**config.mk**
```make
export PLATFORM = sky130hd
export DESIGN_NAME = ps2_scancode_rx
export DESIGN_NICKNAME = d
export VERILOG_FILES = /design/src/rtl/ps2_scancode_rx.sv
export SDC_FILE = /design/constraint.sdc
export NUM_CORES = 1
export LEC_CHECK = 0
export ABC_AREA = 1
export CAP_MARGIN = 15
export CELL_PAD_IN_SITES_DETAIL_PLACEMENT = 2
export CELL_PAD_IN_SITES_GLOBAL_PLACEMENT = 2
export CORE_MARGIN = 1.5
export CORE_UTILIZATION = 34
export DETAILED_ROUTE_END_ITERATION = 8
export HOLD_SLACK_MARGIN = 0.02
export PLACE_DENSITY = 0.89
export RECOVER_POWER = 50
export SLEW_MARGIN = 20
export SYNTH_ARGS = -nofsm -noshare
export SYNTH_HDL_FRONTEND = slang
export SYNTH_SLANG_ARGS = --single-unit
```
**constraint.sdc**
```tcl
create_clock -name reloj -period 2.11 [get_ports reloj]
set_clock_uncertainty 0.05 [all_clocks]
set_input_delay 0.5275 -clock reloj [delete_from_list [all_inputs] [get_ports reloj]]
set_output_delay 0.5275 -clock reloj [all_outputs]
set_load 0.05 [all_outputs]
```
**src/rtl/ps2_scancode_rx.sv**
```systemverilog
// ---------------------------------------------------------------------------
// ps2_scancode_rx
//
// Receives PS/2 keyboard frames (start, 8 data bits LSB first, odd parity,
// stop) and turns them into one scan code per key press.  The E0 (extended)
// and F0 (break) prefix bytes are absorbed into flags and never appear on
// dato_tec.  tick feeds interrupt_teclado, and the PicoBlaze reads dato_tec
// through in_port.
//
// Ports
//   reloj      in   1  system clock (100 MHz)
//   reset      in   1  synchronous, active-high
//   ps2c       in   1  PS/2 clock, asynchronous
//   ps2d       in   1  PS/2 data, asynchronous
//   dato_tec   out  8  last accepted scan code, held until the next one
//   tick       out  1  one-cycle pulse, dato_tec/is_ext/is_break valid
//   is_ext     out  1  accepted code was preceded by E0
//   is_break   out  1  accepted code was preceded by F0 (REPORT_BREAK=1 only)
//   frame_err  out  1  one-cycle pulse on bad start/parity/stop or timeout
//   state_dbg  out  2  current frame FSM state (IDLE=0, DATA=1, PARITY=2,
//                      STOP=3), for observation only
//
// Handshake: tick is a strobe with no back-pressure.  dato_tec, is_ext and
// is_break are valid while tick is high and keep their values until the next
// tick; a consumer that misses the strobe can still read the held value.
// ---------------------------------------------------------------------------
module ps2_scancode_rx #(
    parameter int FILTER_LEN   = 8,
    parameter int TIMEOUT_CYC  = 100000,
    parameter int REPORT_BREAK = 0
) (
    input  logic       reloj,
    input  logic       reset,
    input  logic       ps2c,
    input  logic       ps2d,
    output logic [7:0] dato_tec,
    output logic       tick,
    output logic       is_ext,
    output logic       is_break,
    output logic       frame_err,
    output logic [1:0] state_dbg
);

    typedef enum logic [1:0] {
        ST_IDLE   = 2'd0,
        ST_DATA   = 2'd1,
        ST_PARITY = 2'd2,
        ST_STOP   = 2'd3
    } state_t;

    localparam int             TW      = $clog2(TIMEOUT_CYC);
    localparam logic [TW-1:0]  TO_LAST = TW'(TIMEOUT_CYC - 1);
    localparam logic [7:0]     CODE_EXT = 8'hE0;
    localparam logic [7:0]     CODE_BRK = 8'hF0;

    // -----------------------------------------------------------------------
    // Two-flop synchronisers.  Both lines idle high, so they reset to 1 to
    // avoid a spurious falling edge right after reset.
    // -----------------------------------------------------------------------
    logic c_s1, c_s2;
    logic d_s1, d_s2;

    always_ff @(posedge reloj) begin
        if (reset) begin
            c_s1 <= 1'b1;
            c_s2 <= 1'b1;
            d_s1 <= 1'b1;
            d_s2 <= 1'b1;
        end else begin
            c_s1 <= ps2c;
            c_s2 <= c_s1;
            d_s1 <= ps2d;
            d_s2 <= d_s1;
        end
    end

    // -----------------------------------------------------------------------
    // Glitch filter on the PS/2 clock.  The filtered clock only changes once
    // FILTER_LEN consecutive samples agree; anything shorter is ignored.
    // -----------------------------------------------------------------------
    logic [FILTER_LEN-1:0] filt_sr;
    logic                  filt_clk;
    logic                  fall;

    always_ff @(posedge reloj) begin
        if (reset) begin
            filt_sr  <= '1;
            filt_clk <= 1'b1;
        end else begin
            filt_sr <= {filt_sr[FILTER_LEN-2:0], c_s2};
            if (&filt_sr) begin
                filt_clk <= 1'b1;
            end else if (~|filt_sr) begin
                filt_clk <= 1'b0;
            end
        end
    end

    // The cycle in which the filtered clock is about to drop is the falling
    // edge; ps2d (synchronised) is sampled in this same cycle.
    assign fall = filt_clk & ~|filt_sr;

    // -----------------------------------------------------------------------
    // Frame FSM: state register
    // -----------------------------------------------------------------------
    state_t state_q, state_d;

    always_ff @(posedge reloj) begin
        if (reset) begin
            state_q <= ST_IDLE;
        end else begin
            state_q <= state_d;
        end
    end

    // -----------------------------------------------------------------------
    // Frame datapath: bit counter, shift register, parity bit, timeout
    // -----------------------------------------------------------------------
    logic [2:0]    bit_cnt;
    logic [7:0]    shift_q;
    logic          par_q;
    logic [TW-1:0] to_cnt;
    logic          timeout_c;
    logic          parity_ok;

    // Odd parity: data bits plus parity bit must contain an odd count of 1s.
    assign parity_ok = ^{shift_q, par_q};

    // The timeout only runs while a frame is in progress; every falling edge
    // restarts it.
    assign timeout_c = (state_q != ST_IDLE) && !fall && (to_cnt == TO_LAST);

    always_ff @(posedge reloj) begin
        if (reset || (state_q == ST_IDLE) || fall) begin
            to_cnt <= '0;
        end else begin
            to_cnt <= to_cnt + 1'b1;
        end
    end

    always_ff @(posedge reloj) begin
        if (reset) begin
            bit_cnt <= 3'd0;
            shift_q <= 8'h00;
            par_q   <= 1'b0;
        end else if (fall) begin
            case (state_q)
                ST_IDLE: begin
                    bit_cnt <= 3'd0;
                end
                ST_DATA: begin
                    // LSB arrives first, so shift in from the top.
                    shift_q <= {d_s2, shift_q[7:1]};
                    bit_cnt <= bit_cnt + 3'd1;
                end
                ST_PARITY: begin
                    par_q <= d_s2;
                end
                default: begin
                end
            endcase
        end
    end

    // -----------------------------------------------------------------------
    // Frame FSM: next-state logic
    // -----------------------------------------------------------------------
    always_comb begin
        state_d = state_q;
        if (timeout_c) begin
            state_d = ST_IDLE;
        end else if (fall) begin
            case (state_q)
                ST_IDLE:   state_d = d_s2 ? ST_IDLE : ST_DATA;
                ST_DATA:   state_d = (bit_cnt == 3'd7) ? ST_PARITY : ST_DATA;
                ST_PARITY: state_d = ST_STOP;
                ST_STOP:   state_d = ST_IDLE;
                default:   state_d = ST_IDLE;
            endcase
        end
    end

    // -----------------------------------------------------------------------
    // Frame FSM: output logic
    //   accept_c : a complete, well-formed byte sits in shift_q this cycle
    //   err_c    : bad start/parity/stop bit, or a frame timeout
    // -----------------------------------------------------------------------
    logic accept_c;
    logic err_c;

    always_comb begin
        accept_c = 1'b0;
        err_c    = 1'b0;
        if (timeout_c) begin
            err_c = 1'b1;
        end else if (fall) begin
            case (state_q)
                ST_IDLE: begin
                    err_c = d_s2;
                end
                ST_STOP: begin
                    if (d_s2 && parity_ok) begin
                        accept_c = 1'b1;
                    end else begin
                        err_c = 1'b1;
                    end
                end
                default: begin
                end
            endcase
        end
    end

    assign state_dbg = state_q;

    // -----------------------------------------------------------------------
    // Byte decode and output registers.  Everything is registered from the
    // stop-bit cycle, so tick lands exactly one cycle after it.  accept_c and
    // err_c are mutually exclusive, so tick and frame_err never coincide.
    // -----------------------------------------------------------------------
    logic ext_flag;
    logic brk_flag;

    always_ff @(posedge reloj) begin
        if (reset) begin
            dato_tec  <= 8'h00;
            tick      <= 1'b0;
            is_ext    <= 1'b0;
            is_break  <= 1'b0;
            frame_err <= 1'b0;
            ext_flag  <= 1'b0;
            brk_flag  <= 1'b0;
        end else begin
            tick      <= 1'b0;
            frame_err <= err_c;

            if (timeout_c) begin
                // An abandoned frame may have been the code the prefixes
                // belonged to, so they are not carried over.
                ext_flag <= 1'b0;
                brk_flag <= 1'b0;
            end else if (accept_c) begin
                if (shift_q == CODE_EXT) begin
                    ext_flag <= 1'b1;
                end else if (shift_q == CODE_BRK) begin
                    brk_flag <= 1'b1;
                end else begin
                    ext_flag <= 1'b0;
                    brk_flag <= 1'b0;
                    // Release codes are dropped unless explicitly requested.
                    if (!brk_flag || (REPORT_BREAK != 0)) begin
                        dato_tec <= shift_q;
                        is_ext   <= ext_flag;
                        is_break <= brk_flag;
                        tick     <= 1'b1;
                    end
                end
            end
        end
    end

endmodule

```
# --- After elaboration in Yosys (flattened, before gate mapping) ---
# Index checks and enable logic that the tools add are counted.
word_totals:
  ff_bits: 57
  input_bits: 4
  wordCells: 71
classes:
  n_addsub: 2
  n_eq_ne: 8
  mux: 16
  n_bitwise: 6
  n_reduce_logical: 22
op_table:
  columns: ["op", "n"]
  rows:
  - ["adder 17 x 1 -> 17 bit (second input constant)", 1]
  - ["== test 17 bit (second input constant)", 1]
  - ["== test 8 bit (second input constant)", 2]
  - ["two-way mux 1 bit", 12]
  - ["AND reduction 2 bit", 5]
  - ["parity 9 bit", 1]
  - ["one-hot mux 2 bit (4 select lines)", 1]
  - ["AND reduction 8 bit", 1]
  - ["OR reduction 8 bit", 1]
  - ["one-hot mux 3 bit (2 select lines)", 1]
  - ["inverter 1 bit", 5]
  - ["AND reduction 5 bit", 1]
  - ["OR reduction 5 bit", 1]
  - ["== test 2 bit (second input constant)", 2]
  - ["nonzero test 2 bit", 2]
  - ["OR reduction 2 bit", 2]
  - ["adder 3 x 1 -> 3 bit (second input constant)", 1]
  - ["== test 3 bit (second input constant)", 1]
  - ["logical AND 1 bit", 3]
  - ["== test 2 x 1 -> 1 bit (second input constant)", 1]
  - ["zero test 1 bit", 2]
  - ["zero test 2 bit", 1]
  - ["logical OR 1 bit", 2]
  - ["two-way mux 2 bit", 1]
  - ["3 further kinds", 3]

# --- Longest topological paths before layout ---
logic_depth:
  word_depth: 9
  ltp_mapped: 15

# --- Worst setup path after synthesis ---
# OpenSTA, ideal clock, no wires.
synth_timing:
  path_kind: "register -> register"
  startpoint: "reg state_q[0] (netlist: state_dbg[0])"
  endpoint: "reg to_cnt[2]"
  setup_ns: 0.073
  t_arrival_ns: 1.854
  path_slack_ns: 0.134
  path_stages_with_launch: 9
  synth_period_minus_slack_ns: 1.976
  cell_sequence: "dfxtp_1 -> inv_1 -> ha_1 -> inv_1 -> nand2_4 -> nor2_1 -> inv_2 -> buf_2 -> nor3b_2"
synth_between:
  elab_chain_len: 3
synth_rtl:
  columns: ["item", "line", "text"]
  rows:
  - ["from (decl)", "106", "state_t state_q, state_d;"]
  - ["from (signal assigned)", "112", "state_q <= state_d;"]
  - ["zero test 2 bit", "134", "if (reset || (state_q == ST_IDLE) || fall) begin"]
  - ["logical OR 1 bit (2 in a row)", "134", null]
  - ["to (signal assigned)", "137", "to_cnt <= to_cnt + 1'b1;"]
  - ["to (decl)", "122", "logic [TW-1:0] to_cnt;"]
# No other way between the ends.
# A chain may end at the register's enable or synchronous reset.

# --- Worst setup path in the final report ---
layout_timing:
  startpoint: "reg dato_tec[1]"
  endpoint: "out dato_tec[1]"
layout_lines:
  columns: ["item", "line", "text"]
  rows:
  - ["from (decl)", "36", "output logic [7:0] dato_tec,"]
  - ["from (signal assigned)", "252", "dato_tec <= shift_q;"]
# No word-level cell between the ends.

==> results.cfg <==
[clock_network]
worstSkewPairLatency_ns = 0.33
clock_path_buffers = 2
cts_buffers = 9
clk_pin_slew_ns = 0.07
cts_sinks = 57
cts_tree = yes
cts_setup_buffers = 0
cts-hold-fix-buffers = 0
cts_resized = 0
cts_root_buf = clkbuf_8
h-tree-depth = 3

[worst_hold_path]
min_path_cells = 1
hp-start = c_s1
min_path_type = flop to flop
hold_path_end = c_s2

[pwr]
leakagePower_nw = 1.27
peakVddDrop_mv = 0.368
powerDensity_nw_per_um2 = 681

[job]
maxCapViolCount = 0

[setup_path]
cp-end-kind = output pin
critPathLaunchType = flop
rr_endpoint = dato_tec[7]
reg2reg_depth = 10
rrSetupSlack_ns = 0.20
crit_buf_inv = 1
crit_family = buffers and inverters
crit_fanout = 2
path_class = flop to output pin
cp_data_required_time_ns = 1.53
arrival_ns = 1.49
path_cells = clkdlybuf4s50_1
r2r-start = to_cnt[0]
max_stage_delay_ns = 0.81
slowest_stage = clkdlybuf4s50_1

[sta]
final_hold_viol_count = 0
fin_crit_ns = 2.06
final.period_utilization_pct = 97.8
max_clock_freq_mhz = 485
tightest_slew_ns = 0.615
relSlewSlack_pct = 59.2
worst_slack_ns = 0.0463
rsz0062_at_grt = yes
setup-violations-final = 0
finalMaxSlewViolations = 0

[die]
io-pin-count = 18
die_width_um = 91.5
start_util_pct = 34.8
rows = 32
die_h_um = 91.5
core_area_um2 = 7650
die-area_um2 = 8380

[synthesis]
ys_ff_latch = 57
synth_fp_nets = 359
ys_types = 39
seq_area_frac_synth_pct = 42.8
synth.avg_cell_area_um2 = 7.65
synthCells = 348
syn-cell-area_um2 = 2660
yosys_warnings = 0

[grt]
grt_pass1_vias = 2579
grt_usage_pct = 18.5
antenna_found_initial = 0
grt.overflow.total = 0
grt_max_degree = 27
grt_pass1_wl_um = 12000

[cells_and_area]
fin_nets = 384
final_common_cell = nand2_1
final_cell_mix = nand2_1 (63), dfxtp_1 (57), inv_1 (48)
final_area_um2 = 3090
drive_above_1_share_pct = 17.0
area_delta_synth_final_pct = 16.0
antennaDiodeCount = 0

[placement]
gp_congestion = 0.748
io_buffers = 16
post_dp_cell_area_um2 = 2940
hpwl_um = 5490
dp_slack_ns = 0.183

[route]
via_per_inst = 4.90
wl_per_cell_um = 15.0
first_pass_iters = 4
drt_iter0_markers = 44
ant_nets = 0
drc = 0
vias = 2344
drt-total-wl_um = 7170

[outcome]
status = complete, no violations
-- worst max-delay path by stage --
stage                       from     endpoint  slack (ns)  depth (start not counted)
finish               dato_tec[1]  dato_tec[1]        0.05                          1
global placement           reset         tick        0.25                          5
floorplan           state_dbg[0]    to_cnt[2]        0.13                          8
global route           to_cnt[0]   to_cnt[16]       -0.01                          8
CTS                       is_ext       is_ext       0.004                          1
detailed placement         reset         tick        0.18                          5
-- routing by layer --
metal | track usage (%) | vias to the layer above | wire length [µm]
li1 | - | 1156 | -
met1 | 18.1 | 1164 | 2810
met2 | 37.6 | 19 | 4190
met3 | 4.02 | 5 | 119
met4 | 5.47 | 0 | 59
met5 | 0 | - | 0
-- through the flow --
step | utilization, % | hold slack [ns] | power, W | TNS, ns | std cells
after global placement | 38.5 | 0.346 | 0.00115 | 0 | 464
after detailed placement | 38.5 | 0.366 | 0.00115 | 0 | 464
after CTS | 40.9 | 0.380 | 0.00214 | 0 | 478
final | 40.4 | 0.379 | 0.00210 | 0 | 478
after floorplan | - | 0.339 | 0.00113 | 0 | 348
after global routing | 40.4 | 0.385 | 0.00218 | -0.0124 | 478
-- layout make-up --
class	count	area, µm²
multi-input combinational	229	1270
timing repair buffer	22	164
tap	102	128
inverter	54	208
fill	906	4560
clock inverter	4	45.0
clock buffer	10	138
sequential	57	1140
-- report_power, final --
part | internal (W) | switching (W)
combinational | 0.0000133 | 0.0000252
sequential | 0.00108 | 0.00000264
clock | 0.000558 | 0.000425
total | 0.00165 | 0.000452
-- flip-flops by register name (all words and copies together) (netlist names), named ones only --
register   flops
dato_tec       8
brk_flag       1
frame_err      1
shift_q        8
c_s1           1
ext_flag       1
to_cnt        17
par_q          1
is_ext         1
tick           1
c_s2           1
d_s1           1
d_s2           1
filt_sr        8
filt_clk       1
bit_cnt        3
state_dbg      1
-- kinds of logic after synthesis --
family	after synthesis	share of synthesized area, %
flip-flops	57	42.8
other	1	0.141
XOR/XNOR	3	0.987
AO/OA/AOI/OAI	44	8.78
adder cells (fa/ha/maj)	7	3.29
AND/OR/NAND/NOR	174	34.4
buffers and inverters	62	9.58
-- cell usage after synthesis, drive strengths merged --
library cell  count  area share [%]
a211oi            1            0.28
a21oi            22             4.1
and3              1            0.24
buf               5             1.4
clkbuf            3            0.42
clkinv            1            0.14
conb              1            0.14
dfxtp            57              43
ha                7             3.3
inv              53             7.7
nand2            70              11
nand3            15             3.7
nand4            18             4.7
nor2             54              10
nor3              6             1.7
nor3b             2            0.94
nor4              1            0.47
o211ai            1            0.28
o21a              1            0.28
o21ai            17             3.2
o31ai             1            0.28
o41ai             1            0.33
or2               7             1.6
xnor2             1            0.33
xor2              2            0.66
-- worst register-to-register path, stage by stage (launching register included) --
cell and delay [ns]:
dfxtp_1 0.38, ha_1 0.19, nand2_1 0.11, nor2_1 0.22, nand3_1 0.21, nor2_4 0.27, nor2_8 0.10, inv_6 0.08
nor2_8 0.06, nor2_2 0.09, nor2_1 0.05
(Power assumes the default switching activity.)
